$ cat src/rtl/mem_access_unit_if.sv
// Data-memory port between the MEM-stage access unit and the memory.
//   master (access unit): drives read, write, addr, wdata, byte_enable;
//                         samples resp, rdata
//   slave  (memory):      samples the request; drives resp (one-cycle
//                         completion pulse) and rdata (valid with resp)
interface mem_access_unit_if #(
    parameter int XLEN = 32
) ();
    localparam int NBYTE = XLEN / 8;

    logic             read;
    logic             write;
    logic [XLEN-1:0]  addr;
    logic [XLEN-1:0]  wdata;
    logic [NBYTE-1:0] byte_enable;
    logic             resp;
    logic [XLEN-1:0]  rdata;

    modport master (
        output read, write, addr, wdata, byte_enable,
        input  resp, rdata
    );

    modport slave (
        input  read, write, addr, wdata, byte_enable,
        output resp, rdata
    );
endinterface

$ cat src/rtl/mem_access_unit.sv
// MEM-stage access unit: issues handshaked data-memory requests, aligns
// byte lanes, extends load data, flags misaligned/illegal accesses,
// stalls/flushes the pipeline and forwards WB data into store data.
//   clk, rst_n          clock and async active-low reset
//   mem_valid..funct3   MEM-stage instruction decode
//   alu_out, rs2_out    effective address and store data
//   rs2, wb_rd, wb_in,
//   wb_writeback        WB->MEM store-data forwarding inputs
//   cmp_out, u_imm, pc,
//   regfilemux_sel      forward_out source selection
//   advance, flush      pipeline control
//   dmem                data-memory port (master side)
//   load_data           extended load result (held until next load)
//   mem_stall           hold upstream stages
//   access_err          misaligned or illegal access (IDLE only)
//   forward_out         MEM-stage forwarding value
//
// state | meaning
// IDLE  | no access outstanding, waiting for a memory op
// REQ   | request on the bus, waiting for dmem.resp
// DONE  | access complete, waiting for advance
module mem_access_unit #(
    parameter int XLEN = 32
) (
    input  logic                clk,
    input  logic                rst_n,
    input  logic                mem_valid,
    input  logic                is_load,
    input  logic                is_store,
    input  logic [2:0]          funct3,
    input  logic [XLEN-1:0]     alu_out,
    input  logic [XLEN-1:0]     rs2_out,
    input  logic [4:0]          rs2,
    input  logic [4:0]          wb_rd,
    input  logic [XLEN-1:0]     wb_in,
    input  logic                wb_writeback,
    input  logic                cmp_out,
    input  logic [XLEN-1:0]     u_imm,
    input  logic [XLEN-1:0]     pc,
    input  logic [2:0]          regfilemux_sel,
    input  logic                advance,
    input  logic                flush,
    mem_access_unit_if.master   dmem,
    output logic [XLEN-1:0]     load_data,
    output logic                mem_stall,
    output logic                access_err,
    output logic [XLEN-1:0]     forward_out
);
    localparam int NBYTE = XLEN / 8;
    localparam int OFFW  = $clog2(NBYTE);

    typedef enum logic [1:0] {IDLE, REQ, DONE} state_t;

    state_t           state;
    logic             drop;
    logic [2:0]       funct3_q;
    logic             load_q;
    logic [OFFW-1:0]  off_q;

    logic             mem_op;
    logic [OFFW-1:0]  off;
    logic             illegal;
    logic             misaligned;
    logic [7:0]       size_mask;
    logic [NBYTE-1:0] be_c;
    logic             fwd;
    logic [XLEN-1:0]  store_src;
    logic [XLEN-1:0]  wdata_c;
    logic [XLEN-1:0]  rdata_sh;
    logic [XLEN-1:0]  load_ext;

    assign mem_op    = mem_valid & (is_load | is_store);
    assign off       = alu_out[OFFW-1:0];
    assign fwd       = wb_writeback & (wb_rd == rs2) & (rs2 != 5'd0);
    assign store_src = fwd ? wb_in : rs2_out;
    assign wdata_c   = store_src << {off, 3'b000};
    assign be_c      = NBYTE'(size_mask) << off;
    // Extension uses the offset/size latched at launch, not the live inputs.
    assign rdata_sh  = dmem.rdata >> {off_q, 3'b000};

    always_comb begin
        illegal = 1'b0;
        case (funct3)
            3'b000, 3'b001, 3'b010: illegal = 1'b0;
            3'b011:                 illegal = (XLEN == 32);
            3'b100, 3'b101:         illegal = ~is_load;
            3'b110:                 illegal = ~is_load | (XLEN == 32);
            default:                illegal = 1'b1;
        endcase
    end

    always_comb begin
        misaligned = 1'b0;
        size_mask  = 8'h01;
        case (funct3[1:0])
            2'd1: begin misaligned = alu_out[0];    size_mask = 8'h03; end
            2'd2: begin misaligned = |alu_out[1:0]; size_mask = 8'h0F; end
            2'd3: begin misaligned = |alu_out[2:0]; size_mask = 8'hFF; end
            default: begin misaligned = 1'b0;       size_mask = 8'h01; end
        endcase
    end

    assign access_err = mem_op & ~flush & (state == IDLE) & (illegal | misaligned);
    assign mem_stall  = (mem_op & ~flush & ~access_err & (state != DONE)) | (state == REQ);

    always_comb begin
        load_ext = rdata_sh;
        case (funct3_q)
            3'b000: load_ext = {{(XLEN-7){rdata_sh[7]}},   rdata_sh[6:0]};
            3'b001: load_ext = {{(XLEN-15){rdata_sh[15]}}, rdata_sh[14:0]};
            3'b010: load_ext = {{(XLEN-31){rdata_sh[31]}}, rdata_sh[30:0]};
            3'b100: load_ext = XLEN'(rdata_sh[7:0]);
            3'b101: load_ext = XLEN'(rdata_sh[15:0]);
            3'b110: load_ext = XLEN'(rdata_sh[31:0]);
            default: load_ext = rdata_sh;
        endcase
    end

    always_comb begin
        forward_out = '0;
        case (regfilemux_sel)
            3'd0: forward_out = alu_out;
            3'd1: forward_out = XLEN'(cmp_out);
            3'd2: forward_out = u_imm;
            3'd3: forward_out = load_data;
            3'd4: forward_out = pc + XLEN'(4);
            default: forward_out = '0;
        endcase
    end

    always_ff @(posedge clk or negedge rst_n) begin
        if (!rst_n) begin
            state            <= IDLE;
            drop             <= 1'b0;
            funct3_q         <= 3'b000;
            load_q           <= 1'b0;
            off_q            <= '0;
            load_data        <= '0;
            dmem.read        <= 1'b0;
            dmem.write       <= 1'b0;
            dmem.addr        <= '0;
            dmem.wdata       <= '0;
            dmem.byte_enable <= '0;
        end else begin
            case (state)
                IDLE: begin
                    if (mem_op & ~flush & ~access_err) begin
                        dmem.read        <= is_load;
                        dmem.write       <= ~is_load;
                        dmem.addr        <= alu_out & ~XLEN'(NBYTE - 1);
                        dmem.wdata       <= wdata_c;
                        dmem.byte_enable <= be_c;
                        funct3_q         <= funct3;
                        load_q           <= is_load;
                        off_q            <= off;
                        drop             <= 1'b0;
                        state            <= REQ;
                    end
                end
                REQ: begin
                    // A flush cannot abort the bus cycle; it only discards
                    // the result once the memory has answered.
                    if (flush) drop <= 1'b1;
                    if (dmem.resp) begin
                        dmem.read  <= 1'b0;
                        dmem.write <= 1'b0;
                        drop       <= 1'b0;
                        if (load_q & ~(drop | flush)) load_data <= load_ext;
                        state <= (drop | flush) ? IDLE : DONE;
                    end
                end
                DONE: begin
                    if (advance | flush) state <= IDLE;
                end
                default: state <= IDLE;
            endcase
        end
    end
endmodule

$ cat src/flat_wrapper.sv
// flat-port wrapper written by rule: the top's interface ports become plain ports
module mem_access_unit_flat 
#(
    parameter int XLEN = 32
)
  (clk, rst_n, mem_valid, is_load, is_store, funct3, alu_out, rs2_out, rs2, wb_rd, wb_in, wb_writeback, cmp_out, u_imm, pc, regfilemux_sel, advance, flush, load_data, mem_stall, access_err, forward_out, dmem_read, dmem_write, dmem_addr, dmem_wdata, dmem_byte_enable, dmem_resp, dmem_rdata);
  mem_access_unit_if #(.XLEN(XLEN)) dmem_i ();
  input  logic clk;
  input  logic rst_n;
  input  logic mem_valid;
  input  logic is_load;
  input  logic is_store;
  input  logic [2:0] funct3;
  input  logic [XLEN-1:0] alu_out;
  input  logic [XLEN-1:0] rs2_out;
  input  logic [4:0] rs2;
  input  logic [4:0] wb_rd;
  input  logic [XLEN-1:0] wb_in;
  input  logic wb_writeback;
  input  logic cmp_out;
  input  logic [XLEN-1:0] u_imm;
  input  logic [XLEN-1:0] pc;
  input  logic [2:0] regfilemux_sel;
  input  logic advance;
  input  logic flush;
  output logic [XLEN-1:0] load_data;
  output logic mem_stall;
  output logic access_err;
  output logic [XLEN-1:0] forward_out;
  output wire logic [$bits(dmem_i.read)-1:0] dmem_read;
  output wire logic [$bits(dmem_i.write)-1:0] dmem_write;
  output wire logic [$bits(dmem_i.addr)-1:0] dmem_addr;
  output wire logic [$bits(dmem_i.wdata)-1:0] dmem_wdata;
  output wire logic [$bits(dmem_i.byte_enable)-1:0] dmem_byte_enable;
  input wire logic [$bits(dmem_i.resp)-1:0] dmem_resp;
  input wire logic [$bits(dmem_i.rdata)-1:0] dmem_rdata;
  assign dmem_read = dmem_i.read;
  assign dmem_write = dmem_i.write;
  assign dmem_addr = dmem_i.addr;
  assign dmem_wdata = dmem_i.wdata;
  assign dmem_byte_enable = dmem_i.byte_enable;
  assign dmem_i.resp = dmem_resp;
  assign dmem_i.rdata = dmem_rdata;
  mem_access_unit #(.XLEN(XLEN)) u_core (.clk(clk), .rst_n(rst_n), .mem_valid(mem_valid), .is_load(is_load), .is_store(is_store), .funct3(funct3), .alu_out(alu_out), .rs2_out(rs2_out), .rs2(rs2), .wb_rd(wb_rd), .wb_in(wb_in), .wb_writeback(wb_writeback), .cmp_out(cmp_out), .u_imm(u_imm), .pc(pc), .regfilemux_sel(regfilemux_sel), .advance(advance), .flush(flush), .dmem(dmem_i), .load_data(load_data), .mem_stall(mem_stall), .access_err(access_err), .forward_out(forward_out));
endmodule
$ cat config.mk
export PLATFORM = sky130hd
export DESIGN_NAME = mem_access_unit_flat
export DESIGN_NICKNAME = d
export VERILOG_FILES = /design/src/rtl/mem_access_unit_if.sv /design/src/rtl/mem_access_unit.sv /design/src/flat_wrapper.sv
export SDC_FILE = /design/constraint.sdc
export NUM_CORES = 1
export LEC_CHECK = 0
export CAP_MARGIN = 20
export CORE_ASPECT_RATIO = 1.5
export CORE_MARGIN = 5
export CORE_UTILIZATION = 37
export DETAILED_ROUTE_END_ITERATION = 7
export PLACE_DENSITY = 0.76
export SLEW_MARGIN = 20
export SYNTH_ARGS = -nofsm -noshare
export SYNTH_HDL_FRONTEND = slang
export SYNTH_SLANG_ARGS = --single-unit
$ cat constraint.sdc
create_clock -name clk -period 2.2 [get_ports clk]
set_clock_uncertainty 0.2 [all_clocks]
set_input_delay 0.44 -clock clk [delete_from_list [all_inputs] [get_ports clk]]
set_output_delay 0.44 -clock clk [all_outputs]
set_load 0.01 [all_outputs]
==> results.json, run 1 <==
{
  "cts_buffer_depth": 2,
  "max-slew-margin-rel": 0.569,
  "arrival_ns": 1.92,
  "final_cell_mix": "261 x clkdlybuf4s50_1, 163 x buf_4, 152 x nand2_1, 108 x dfrtp_1, 51 x buf_2",
  "crit_required_ns": 1.56,
  "power_mw": 8.87,
  "stdcell_count": 1557,
  "power.density_mw_per_mm2": 685,
  "synth_flop_cell": "dfrtp_1",
  "ys_seq_elements": 109,
  "grt_pass1_wl_um": 49400,
  "antenna_found_initial": 7,
  "dieArea_sq_mm": 0.0221,
  "port-buffer-count": 351,
  "status": "finished, violations left",
  "layout_commonest_cell": "clkdlybuf4s50_1",
  "fin_crit_sh": 1.16,
  "violations": "negative setup slack",
  "place_inst": 1501,
  "num_io_pins": 354,
  "syn_area_sq_mm": 0.00710,
  "core-area_sq_mm": 0.0190,
  "detail_route.drc_violations": 0,
  "fin_nets": 1509,
  "drtIter0Drc": 422,
  "clock_latency_ns": 0.34,
  "synth.distinct_cells": 57,
  "rows": 62,
  "leakage_nw": 5.65,
  "drive_gt1_frac": 0.317,
  "synth_top_cell_by_area": "dfrtp_1",
  "dr_total_vias": 8474,
  "setup_viol": 24,
  "ys_seq_area_frac": 0.384,
  "area_delta_synth_final_pct": 82.3,
  "first_pass_iters": 5,
  "tns_ns": -5.15,
  "routed_via_density": 5.44,
  "cts_tree": "done",
  "setup_slack_ns": -0.362,
  "utilization": 0.681,
  "vdd_ir_drop_max_mv": 0.408,
  "grt_pass1_vias": 8758,
  "start_kind": "input pin",
  "final_cell_area_sq_mm": 0.0129,
  "synthCells": 796,
  "maxCapViolCount": 0,
  "htreeDepth": 3,
  "hp-class": "input pin to flip-flop",
  "synth_top_area_share": 0.384,
  "cp_max_fo": 2,
  "endpoint_kind": "primary output",
  "start_util": 0.374,
  "finalHoldViolations": 0,
  "worst_slew_pin_slew_ns": 0.646,
  "placed_area_sq_mm": 0.0120,
  "grt_start_max_net_pins": 110,
  "antenna_left": 0,
  "yosys_warnings": 0,
  "async_reset_ff_frac": 1.00,
  "fillers": 1471,
  "clockRootBuffer": "clkbuf_16",
  "synth.avg_cell_area_sq_um": 8.92,
  "die-width_um": 123,
  "rsz0062_at_grt": "true",
  "track_usage": 0.290,
  "post-route-min-period_ns": 2.56,
  "synth_edf_count": 0,
  "place.gp.congestion": 1.01,
  "cts_sinks": 109,
  "dp_hpwl_um": 26400,
  "fmax_mhz": 390,
  "wl_per_cell_um": 21.7,
  "wirelength_um": 33800,
  "crit_type": "input pin to primary output",
  "clk_pin_slew_ns": 0.08,
  "drv_slew": 0,
  "die_h_um": 180,
  "synthTopCellsByArea": "dfrtp_1 38%, nand2_1 8.2%, mux2_2 7.0%, mux2i_1 5.5%, a22oi_1 3.0%",
  "overflow": 0,
  "cts_buffers": 9
}
[stage by stage]
step	worst slack, ns	hold WS [ns]
finish	-0.362	0.200
global route	-0.385	0.208
CTS	-0.272	0.184
detailed placement	-1.16	0.261
global placement	-1.16	0.253
floorplan	-0.0486	-0.0556
[cells in the mapped netlist (all sizes together), types with 2 or more instances]
master,number
mux2,51
a2111oi,8
a31oi,5
o32a,4
inv,7
clkbuf,29
a211oi,16
a22oi,28
xor2,14
nor3,12
a21oi,28
nor2,56
nor3b,9
or2,2
o21ai,32
nor4,3
dfrtp,109
nand4,6
mux2i,39
a21o,3
nor2b,10
a22o,8
nand3b,3
nand3,16
o22ai,31
a221o,8
and3,9
o31ai,3
nand2b,5
buf,33
xnor2,18
and2,4
o22a,19
nand2,156
o211ai,3
[metal layers]
metal  GRT usage  up-vias  share of wire
li1            -     3861              -
met1       0.278     4020           0.32
met2       0.524      468           0.50
met3      0.0953      123          0.099
met4       0.174        2          0.074
met5           0        -        0.00021
[sequential cells by signal, indices dropped and copies added, names as in the netlist]
name	cells
u_core.off_q	2
u_core.dmem.addr	30
u_core.load_q	1
u_core.dmem.byte_enable	4
u_core.dmem.wdata	32
u_core.dmem.write	1
u_core.drop	1
u_core.load_data	32
u_core.funct3_q	3
u_core.state	2
u_core.dmem.read	1
[repair_timing]
item | CTS | global route
cloned | 1 | 0
hold buffers | 1 | 0
endpoints found under the setup margin | 109 | 60
buffers inserted | 24 | 11
hold endpoints to repair | 5 | 0
resized for setup | 359 | 63
pin swaps | 72 | 60
[cell type report]
type	count	area (sq um)	area share
clock buffers	9	225	0.0174
multi-input cells	620	4630	0.357
flip-flops and latches	109	2730	0.211
well taps	256	320	0.0247
inverters	7	26.3	0.00203
clock inverters	7	82.6	0.00638
repair buffers	543	4920	0.380
diodes	6	15.0	0.00116
[final timing paths]
path                                           from                    end  slack [ns]  cells past startpoint
worst max register to register      u_core.state[1]  u_core.dmem.wdata[30]        0.15                      3
max in group asynchronous                     rst_n        u_core.state[0]        0.80                      3
min in group asynchronous                     rst_n   u_core.dmem.addr[18]        0.47                      3
worst max-delay path                         pc[10]        forward_out[27]       -0.36                      9
worst min-delay path                        is_load      u_core.dmem.write        0.20                      2
worst min register to register  u_core.dmem.addr[2]    u_core.dmem.addr[2]        0.28                      2
[power by group]
part | total [mW] | internal (mW) | leakage [nW] | switching (mW)
Clock | 1.68 | 0.813 | 0.150 | 0.869
Sequential | 3.05 | 2.58 | 1.39 | 0.470
Combinational | 4.14 | 2.29 | 4.11 | 1.85
[logic make-up (layout without fill, tap and decap cells)]
kind of cell	after synthesis	after routing	synth area share
AO/OA/AOI/OAI	200	200	0.203
XOR/XNOR	32	32	0.0395
adder cells (fa/ha/maj)	1	1	0.00176
buffers and inverters	69	566	0.0476
flip-flops	109	109	0.384
multiplexers	90	90	0.136
other	1	8	0.000528
AND/OR/NAND/NOR	294	295	0.188
[worst max-delay path, cell delays in order]
cell and delay [ns]:
buf_6 0.08, nand4_1 0.21, nor3_4 0.26, nand4_1 0.22
buf_4 0.22, nor2_2 0.11, xnor2_1 0.07, o22ai_1 0.15
buf_2 0.17
Note: power is estimated with default switching activity, not from simulation.
==> run 2, diff against run 1 <==
SLEW_MARGIN = 15   (was 20)
==> results of run 2 <==
No change in the layout: final DEF, timing and power equal those of run 1.
